--- src/rtl/mips_mc_control_if.sv ---
// mips_mc_control_if: control bus; opcode/funct/zero_flag toward the controller, datapath strobes and debug state back out
interface mips_mc_control_if;
    logic [5:0] opcode;
    logic [5:0] funct;
    logic       zero_flag;
    logic [2:0] ALUControl;
    logic       ALUSrcA;
    logic [1:0] ALUSrcB;
    logic       IorD;
    logic       MemWrite;
    logic       IRWrite;
    logic       RegWrite;
    logic       RegDst;
    logic       MemtoReg;
    logic [1:0] PCSrc;
    logic       PCEn;
    logic       instr_done;
    logic       illegal_instr;
    logic [3:0] state;
    modport master (
        input  opcode, funct, zero_flag,
        output ALUControl, ALUSrcA, ALUSrcB, IorD, MemWrite, IRWrite, RegWrite,
               RegDst, MemtoReg, PCSrc, PCEn, instr_done, illegal_instr, state
    );
    modport slave (
        output opcode, funct, zero_flag,
        input  ALUControl, ALUSrcA, ALUSrcB, IorD, MemWrite, IRWrite, RegWrite,
               RegDst, MemtoReg, PCSrc, PCEn, instr_done, illegal_instr, state
    );
endinterface

--- src/rtl/mips_mc_control.sv ---
// mips_mc_control: multicycle MIPS control FSM; clk, rst_n (sync, active low) and bus (opcode/funct/zero_flag in, ALU/mux selects, write strobes, PCEn, done/illegal pulses, state out)
module mips_mc_control (
    input  logic                  clk,
    input  logic                  rst_n,
    mips_mc_control_if.master     bus
);
    typedef enum logic [3:0] {
        FETCH = 4'd0, DECODE = 4'd1, MEMADR = 4'd2, MEMRD = 4'd3, MEMWB = 4'd4, MEMWR = 4'd5,
        EXEC = 4'd6, ALUWB = 4'd7, BRANCH = 4'd8, ADDIEX = 4'd9, ADDIWB = 4'd10, JUMP = 4'd11
    } state_t;
    state_t     r_state, w_next;
    logic [2:0] w_funct_alu;
    logic       w_funct_ok;
    logic       w_irwrite, w_memwrite, w_regwrite, w_pcwrite, w_branch, w_done, w_illegal;
    always_ff @(posedge clk)
        r_state <= !rst_n ? FETCH : w_next;
    always_comb begin
        w_funct_alu = 3'b010;
        w_funct_ok  = 1'b1;
        case (bus.funct)
            6'b100000: w_funct_alu = 3'b010;
            6'b100010: w_funct_alu = 3'b100;
            6'b100100: w_funct_alu = 3'b000;
            6'b100101: w_funct_alu = 3'b001;
            6'b101010: w_funct_alu = 3'b110;
            6'b011000: w_funct_alu = 3'b101;
            default:   w_funct_ok  = 1'b0;
        endcase
    end
    always_comb begin
        w_next         = FETCH;
        bus.ALUControl = 3'b000;
        bus.ALUSrcA    = 1'b0;
        bus.ALUSrcB    = 2'b00;
        bus.IorD       = 1'b0;
        bus.RegDst     = 1'b0;
        bus.MemtoReg   = 1'b0;
        bus.PCSrc      = 2'b00;
        w_irwrite      = 1'b0;
        w_memwrite     = 1'b0;
        w_regwrite     = 1'b0;
        w_pcwrite      = 1'b0;
        w_branch       = 1'b0;
        w_done         = 1'b0;
        w_illegal      = 1'b0;
        case (r_state)
            FETCH: begin
                bus.ALUSrcB    = 2'b01;
                bus.ALUControl = 3'b010;
                w_irwrite      = 1'b1;
                w_pcwrite      = 1'b1;
                w_next         = DECODE;
            end
            DECODE: begin
                bus.ALUSrcB    = 2'b11;
                bus.ALUControl = 3'b010;
                case (bus.opcode)
                    6'b100011, 6'b101011: w_next = MEMADR;
                    6'b000000: begin
                        w_next    = w_funct_ok ? EXEC : FETCH;
                        w_illegal = !w_funct_ok;
                    end
                    6'b000100: w_next = BRANCH;
                    6'b001000: w_next = ADDIEX;
                    6'b000010: w_next = JUMP;
                    default:   w_illegal = 1'b1;
                endcase
            end
            MEMADR, ADDIEX: begin
                bus.ALUSrcA    = 1'b1;
                bus.ALUSrcB    = 2'b10;
                bus.ALUControl = 3'b010;
                w_next         = r_state == ADDIEX ? ADDIWB : bus.opcode == 6'b101011 ? MEMWR : MEMRD;
            end
            MEMRD: begin
                bus.IorD = 1'b1;
                w_next   = MEMWB;
            end
            MEMWB: begin
                bus.MemtoReg = 1'b1;
                w_regwrite   = 1'b1;
                w_done       = 1'b1;
            end
            MEMWR: begin
                bus.IorD   = 1'b1;
                w_memwrite = 1'b1;
                w_done     = 1'b1;
            end
            EXEC: begin
                bus.ALUSrcA    = 1'b1;
                bus.ALUControl = w_funct_alu;
                w_next         = ALUWB;
            end
            ALUWB: begin
                bus.RegDst = 1'b1;
                w_regwrite = 1'b1;
                w_done     = 1'b1;
            end
            BRANCH: begin
                bus.ALUSrcA    = 1'b1;
                bus.ALUControl = 3'b100;
                bus.PCSrc      = 2'b01;
                w_branch       = 1'b1;
                w_done         = 1'b1;
            end
            ADDIWB: begin
                w_regwrite = 1'b1;
                w_done     = 1'b1;
            end
            JUMP: begin
                bus.PCSrc = 2'b10;
                w_pcwrite = 1'b1;
                w_done    = 1'b1;
            end
            default: w_next = FETCH;
        endcase
    end
    // zero_flag only reaches PCEn through w_branch, so it is inert outside BRANCH
    assign bus.PCEn          = rst_n & (w_pcwrite | (w_branch & bus.zero_flag));
    assign bus.IRWrite       = rst_n & w_irwrite;
    assign bus.MemWrite      = rst_n & w_memwrite;
    assign bus.RegWrite      = rst_n & w_regwrite;
    assign bus.instr_done    = rst_n & w_done;
    assign bus.illegal_instr = rst_n & w_illegal;
    assign bus.state         = r_state;
endmodule

--- src/flat_wrapper.sv ---
// flat-port wrapper written by rule: the top's interface ports become plain ports
module mips_mc_control_flat 
  (clk, rst_n, bus_opcode, bus_funct, bus_zero_flag, bus_ALUControl, bus_ALUSrcA, bus_ALUSrcB, bus_IorD, bus_MemWrite, bus_IRWrite, bus_RegWrite, bus_RegDst, bus_MemtoReg, bus_PCSrc, bus_PCEn, bus_instr_done, bus_illegal_instr, bus_state);
  mips_mc_control_if bus_i ();
  input  logic clk;
  input  logic rst_n;
  input wire logic [$bits(bus_i.opcode)-1:0] bus_opcode;
  input wire logic [$bits(bus_i.funct)-1:0] bus_funct;
  input wire logic [$bits(bus_i.zero_flag)-1:0] bus_zero_flag;
  output wire logic [$bits(bus_i.ALUControl)-1:0] bus_ALUControl;
  output wire logic [$bits(bus_i.ALUSrcA)-1:0] bus_ALUSrcA;
  output wire logic [$bits(bus_i.ALUSrcB)-1:0] bus_ALUSrcB;
  output wire logic [$bits(bus_i.IorD)-1:0] bus_IorD;
  output wire logic [$bits(bus_i.MemWrite)-1:0] bus_MemWrite;
  output wire logic [$bits(bus_i.IRWrite)-1:0] bus_IRWrite;
  output wire logic [$bits(bus_i.RegWrite)-1:0] bus_RegWrite;
  output wire logic [$bits(bus_i.RegDst)-1:0] bus_RegDst;
  output wire logic [$bits(bus_i.MemtoReg)-1:0] bus_MemtoReg;
  output wire logic [$bits(bus_i.PCSrc)-1:0] bus_PCSrc;
  output wire logic [$bits(bus_i.PCEn)-1:0] bus_PCEn;
  output wire logic [$bits(bus_i.instr_done)-1:0] bus_instr_done;
  output wire logic [$bits(bus_i.illegal_instr)-1:0] bus_illegal_instr;
  output wire logic [$bits(bus_i.state)-1:0] bus_state;
  assign bus_i.opcode = bus_opcode;
  assign bus_i.funct = bus_funct;
  assign bus_i.zero_flag = bus_zero_flag;
  assign bus_ALUControl = bus_i.ALUControl;
  assign bus_ALUSrcA = bus_i.ALUSrcA;
  assign bus_ALUSrcB = bus_i.ALUSrcB;
  assign bus_IorD = bus_i.IorD;
  assign bus_MemWrite = bus_i.MemWrite;
  assign bus_IRWrite = bus_i.IRWrite;
  assign bus_RegWrite = bus_i.RegWrite;
  assign bus_RegDst = bus_i.RegDst;
  assign bus_MemtoReg = bus_i.MemtoReg;
  assign bus_PCSrc = bus_i.PCSrc;
  assign bus_PCEn = bus_i.PCEn;
  assign bus_instr_done = bus_i.instr_done;
  assign bus_illegal_instr = bus_i.illegal_instr;
  assign bus_state = bus_i.state;
  mips_mc_control u_core (.clk(clk), .rst_n(rst_n), .bus(bus_i));
endmodule
--- config.mk ---
export PLATFORM = sky130hd
export DESIGN_NAME = mips_mc_control_flat
export DESIGN_NICKNAME = d
export VERILOG_FILES = /design/src/rtl/mips_mc_control_if.sv /design/src/rtl/mips_mc_control.sv /design/src/flat_wrapper.sv
export SDC_FILE = /design/constraint.sdc
export NUM_CORES = 1
export LEC_CHECK = 0
export CAP_MARGIN = 20
export CORE_UTILIZATION = 30
export DETAILED_ROUTE_END_ITERATION = 12
export GPL_ROUTABILITY_DRIVEN = 0
export PLACE_DENSITY = 0.68
export SLEW_MARGIN = 5
export SYNTH_ARGS = -nofsm -noshare
export SYNTH_HDL_FRONTEND = slang
export SYNTH_SLANG_ARGS = --single-unit
--- constraint.sdc ---
create_clock -name clk -period 1.5 [get_ports clk]
set_input_delay 0.225 -clock clk [delete_from_list [all_inputs] [get_ports clk]]
set_output_delay 0.225 -clock clk [all_outputs]
set_load 0.01 [all_outputs]
### Word level (Yosys, flattened, before mapping)

Cells that the tools add are included.

* $add $sub $neg: 0
* multiply operators: 0
* divide/modulo/power cells: 0
* order comparisons: 0
* equality and inequality tests: 22
* shift-type cells: 0
* muxes and demuxes: 22
* bitwise gates (word level): 8
* reductions and logical operators: 13

Operator list (count)
* equality test 6 bit, second input constant: 7
* case mux 4 bit (5 select lines): 2
* equality test 4 x 3 -> 1 bit, second input constant: 4
* equality test 4 bit, second input constant: 4
* case mux 3 bit (5 select lines): 1
* two-way mux 1 bit: 12
* OR reduction 6 bit: 2
* case mux 3 bit (3 select lines): 1
* equality test 4 x 2 -> 1 bit, second input constant: 2
* OR reduction 2 bit: 4
* OR reduction 4 bit: 2
* AND 1 bit: 7
* equality test 6 x 2 -> 1 bit, second input constant: 1
* equality test 6 x 3 -> 1 bit, second input constant: 1
* equality test 6 x 4 -> 1 bit, second input constant: 1
* equality test 6 x 5 -> 1 bit, second input constant: 1
* zero test 6 bit: 1
* two-way mux 3 bit: 2
* case mux 2 bit (3 select lines): 1
* OR reduction 5 bit: 1
* equality test 4 x 1 -> 1 bit, second input constant: 1
* zero test 4 bit: 1
* two-way mux 4 bit: 1
* case mux 2 bit (2 select lines): 1
* 4 further kinds: 4

* register bits: 4
* bits in latches: 0
* RAM bits: 0
* bits in read-only memories: 0
* input bits: 15
* output and inout bits: 21
* word-level logic and storage cells: 66
* memories kept: 0

### Depth between registers and ports, before layout

Gate-level depths: netlist of run 1.

* depth after elaboration: 7
* mapped depth: 5
* mapped depth without buffers: 4

### Worst setup path after synthesis of run 1

No wires, ideal clock.

* path type: reg2out
* start point: register u_core.r_state[3], in the netlist u_core.bus.state[3]
* end point: output port bus_PCEn
* arrival: 1.285 ns
* data required time: 1.275 ns
* setup slack: -0.010 ns
* cell stages (with the launch flop): 5
* path buffers: 0
* cells stage by stage: dfxtp_1 -> nand2b_1 -> nor3_1 -> a21oi_1 -> o21bai_1

* word-level cells in the longest chain between the ends: 5
* elaborated cells on any way between the ends: 9
* those cells by class: 2 x eq/ne; 2 x mux; 3 x bitwise; 2 x reduce/logical

Ends and longest elaborated chain
* from (decl): RTL line mips_mc_control.sv:11 `state_t r_state, w_next;`
* from (signal assigned): RTL line mips_mc_control.sv:16 `r_state <= !rst_n ? FETCH : w_next;`
* equality test 4 bit or zero test 4 bit (tied branches): RTL line mips_mc_control.sv:46 `case (r_state)`
* OR reduction 2 bit (no source line) or two-way mux 1 bit (tied branches)
* two-way mux 1 bit or AND 1 bit (tied branches): RTL line mips_mc_control.sv:46, mips_mc_control.sv:119
* OR 1 bit *: RTL line mips_mc_control.sv:119 `assign bus.PCEn = rst_n & (w_pcwrite | (w_branch & bus.zero_flag));`
* AND 1 bit *: RTL line mips_mc_control.sv:119
* to (decl): RTL line flat_wrapper.sv:20 `output wire logic [$bits(bus_i.PCEn)-1:0] bus_PCEn;`

Every way passes the cells marked *; elsewhere a longest branch is shown, timed or not.

### Worst setup path in the final report of run 1

* start point: register u_core.r_state[2], in the netlist u_core.bus.state[2]
* end point: output port bus_illegal_instr

* word-level cells in the longest chain between the ends: 3

Ends and longest elaborated chain
* equality test 4 x 1 -> 1 bit: RTL line mips_mc_control.sv:46
* two-way mux 1 bit: RTL line mips_mc_control.sv:46
* AND 1 bit: RTL line mips_mc_control.sv:124 `assign bus.illegal_instr = rst_n & w_illegal;`
* to (decl): RTL line flat_wrapper.sv:22 `output wire logic [$bits(bus_i.illegal_instr)-1:0] bus_illegal_instr;`

No other way between the ends.

==> results of run 1 <==
-- power by group --
part | switching [mW] | leakage, nW | internal, mW
Combinational | 0.131 | 0.701 | 0.137
Clock | 0.0492 | 0.0138 | 0.0898
Sequential | 0.00499 | 0.0352 | 0.107
-- cell usage in the layout, fill, tap and decap left out, types with 3 or more instances in the layout --
| master | synthesis | routed |
|---|---|---|
| buf_2 | 1 | 15 |
| nand2_2 | 0 | 4 |
| clkbuf_2 | 0 | 5 |
| clkbuf_4 | 0 | 3 |
| nor2_2 | 0 | 3 |
| dlymetal6s2s_1 | 0 | 6 |
| inv_2 | 0 | 3 |
| dlygate4sd2_1 | 0 | 6 |
| buf_6 | 1 | 10 |
| nand2b_4 | 0 | 3 |
| dfxtp_4 | 0 | 3 |
| nor2_1 | 16 | 10 |
| nor2_4 | 0 | 3 |
| a21oi_2 | 0 | 3 |
| nor3_1 | 6 | 3 |
| buf_4 | 0 | 36 |
-- critical path, delay by kind of cell (launching register included) --
| family | cells | cell delay [ns] |
|---|---|---|
| buf+inv | 3 | 0.43 |
| flops | 1 | 0.36 |
| simple gates | 2 | 0.24 |
| compound gates | 1 | 0.14 |
-- worst min-delay path by stage --
| stage | slack (ns) | end | cells past startpoint | start |
|---|---|---|---|---|
| finish | 0.54 | u_core.bus.state[0] | 5 | bus_opcode[2] |
| floorplan | 0.41 | u_core.bus.state[1] | 2 | rst_n |
| detailed placement | 0.64 | u_core.bus.state[3] | 3 | u_core.bus.state[0] |
| global placement | 0.62 | u_core.bus.state[3] | 3 | u_core.bus.state[0] |
| global route | 0.58 | u_core.bus.state[3] | 5 | bus_opcode[0] |
| CTS | 0.57 | u_core.bus.state[3] | 4 | rst_n |
-- cells in the mapped netlist (2+ instances only) --
master	n
nor2_1	16
nand2_1	6
nor3_1	6
a21oi_1	5
inv_1	5
o21ai_0	5
dfxtp_1	4
a31oi_1	3
nand2b_1	3
and4bb_2	2
nand3_1	2
nor4_1	2
o211ai_1	2
xor2_1	2
-- kinds of logic after synthesis --
family / count (synthesis)
adder cells (fa/ha/maj): 1
AND/OR/NAND/NOR: 47
AO/OA/AOI/OAI: 29
multiplexers: 1
flip-flops: 4
buffers and inverters: 8
XOR/XNOR: 2
-- repair_timing --
item / 4_1_cts / 5_1_grt
endpoints found under the setup margin: 20 / 19
hold buffers: 0 / 0
setup buffers: 8 / 3
gates resized for setup: 115 / 44
pin swaps: 15 / 15
-- final cells by class --
class / instances / area share
multi-input combinational: 80 / 0.461
timing repair buffer: 81 / 0.428
sequential: 4 / 0.0614
tap: 27 / 0.0224
clock buffer: 3 / 0.0149
inverter: 5 / 0.0124
-- through the flow --
stage / hold WS [ns] / worst slack [ns]
after CTS: 0.569 / -0.207
after global placement: 0.624 / -0.737
after global routing: 0.578 / -0.197
final: 0.537 / -0.148
after floorplan: 0.407 / 0.00273
after detailed placement: 0.638 / -0.796
-- routing by layer --
layer  vias up  part of all wire  global-route usage
met5         -                 0                   0
met4         0             0.014               0.133
met3         8             0.057              0.0679
met2        55              0.54               0.468
met1       523              0.39               0.265
li1        519                 -                   -
==> results.cfg, run 1 <==
[outcome]
failed_checks = negative setup slack
status = finished, violations left

[placement]
portBuffers = 35
dpl.cell_count = 186
place_area_um2 = 1260
dp_hpwl_mm = 1.78

[critical_path]
start_kind = flop
timing.critical_path.from = u_core.bus.state[2]
critical_path_class = reg2out
rrSetupSlack_ns = 0.08
end_kind = primary output
slowest_delay_ns = 0.36
crit_fanout = 5
arrival_ns = 1.42
cp.required_ns = 1.27
worstPathCellList = buf_6 > nor3_2 > buf_4 > nand3_4 > o21ai_1 > buf_2
rr_startpoint = u_core.bus.state[1]
regToRegEndpoint = u_core.bus.state[1]
worst_r2r_path_depth = 6
cpMaxStageDelayCell = dfxtp_4
endpoint = bus_illegal_instr

[synthesis]
async_flop_share = 0
synth-xor-area-share = 0.0276
muxShareOfSynthArea = 0.0157
synthSimpleGateAreaFrac = 0.415
synth_cell_types = 43
synth_fa_ha_area_frac = 0.0157
synth_ff_type = dfxtp_1
synth.area.top_cells = dfxtp_1 13%, nor2_1 9.4%, nor3_1 4.7%
synth_top_area_frac = 0.126
synth_area_um2 = 636
synth.largest_area_cell = dfxtp_1
synth-seq-area-share = 0.126
synth_edf_count = 0
synth_top_family_by_area = simple AND/OR/NAND/NOR gates
synth_cells = 92
synth-seq-cells = 4
synth_compound_area_frac = 0.323
avgSynthCellArea_um2 = 6.91
syn-num-nets = 107
ys_warn_count = 0

[clock_network]
clock-sinks = 4
clock_latency_ns = 0.24
cts_buffers = 3
cts_buffer_depth = 2
root_buffer = clkbuf_4
path_clk_slew_ns = 0.04
cts_tree = built
cts_htree_levels = 1

[min_path]
hold_class = in2reg

[finish]
layout-drive-gt1-share = 0.665
fin_cells = 200
seqCellArea_um2 = 92.6
n_antenna_cell = 0
multi_input_area_um2 = 694
post-route-util = 0.761
nets = 190
stdcell_area_um2 = 1510
largest_reg_flops = 4
fill_cells = 135
synthToLayoutAreaGrowth_pct = 137

[route]
avgViaCountPerCell = 5.53
drt.antenna.violating_nets = 0
drt-total-wl_mm = 3.30
num_vias = 1105
dr.pass1.iters = 4
route.detailed.drc = 0
wl_per_cell_um = 16.5
drt-initial-drc-count = 21

[sta]
finalSetupViolCount = 8
slew_headroom = 0.728
finalSetupTns_ns = -0.573
fin_ws_ns = -0.148
period_minus_slack_ns = 1.65
fin_skew_ns = 0.00948
period_share = 1.10
rsz0062_at_grt = yes
slew_violations = 0
worstMarginPinSlew_ns = 0.404
finalHoldViolations = 0
clock.fmax_ghz = 0.607

[power_and_ir_drop]
power.density_nw_per_um2 = 344
p_leak_nw = 0.750
total_power_mw = 0.519
ir_drop_v = 0.000474

[global_routing]
grt_pass1_wl_mm = 4.12
grt_antenna_before_repair = 0
grt_overflow_total = 0
gr-usage-all-layers = 0.256
grt_pass1_vias = 993
grt_max_degree = 10

[die]
start_util = 0.321
die_y_um = 48.0
die_w_um = 48.0
row_count = 16
ios = 36
coreArea_um2 = 1980
die_area_um2 = 2310

[flow_run]
maxCapViolations = 0
(Power assumes the default switching activity.)
==> run 2: changes to the inputs <==
- CAP_MARGIN: 20 -> not set
==> results of run 2 <==
Same layout as run 1: the final DEF is identical, and so are final timing and power.
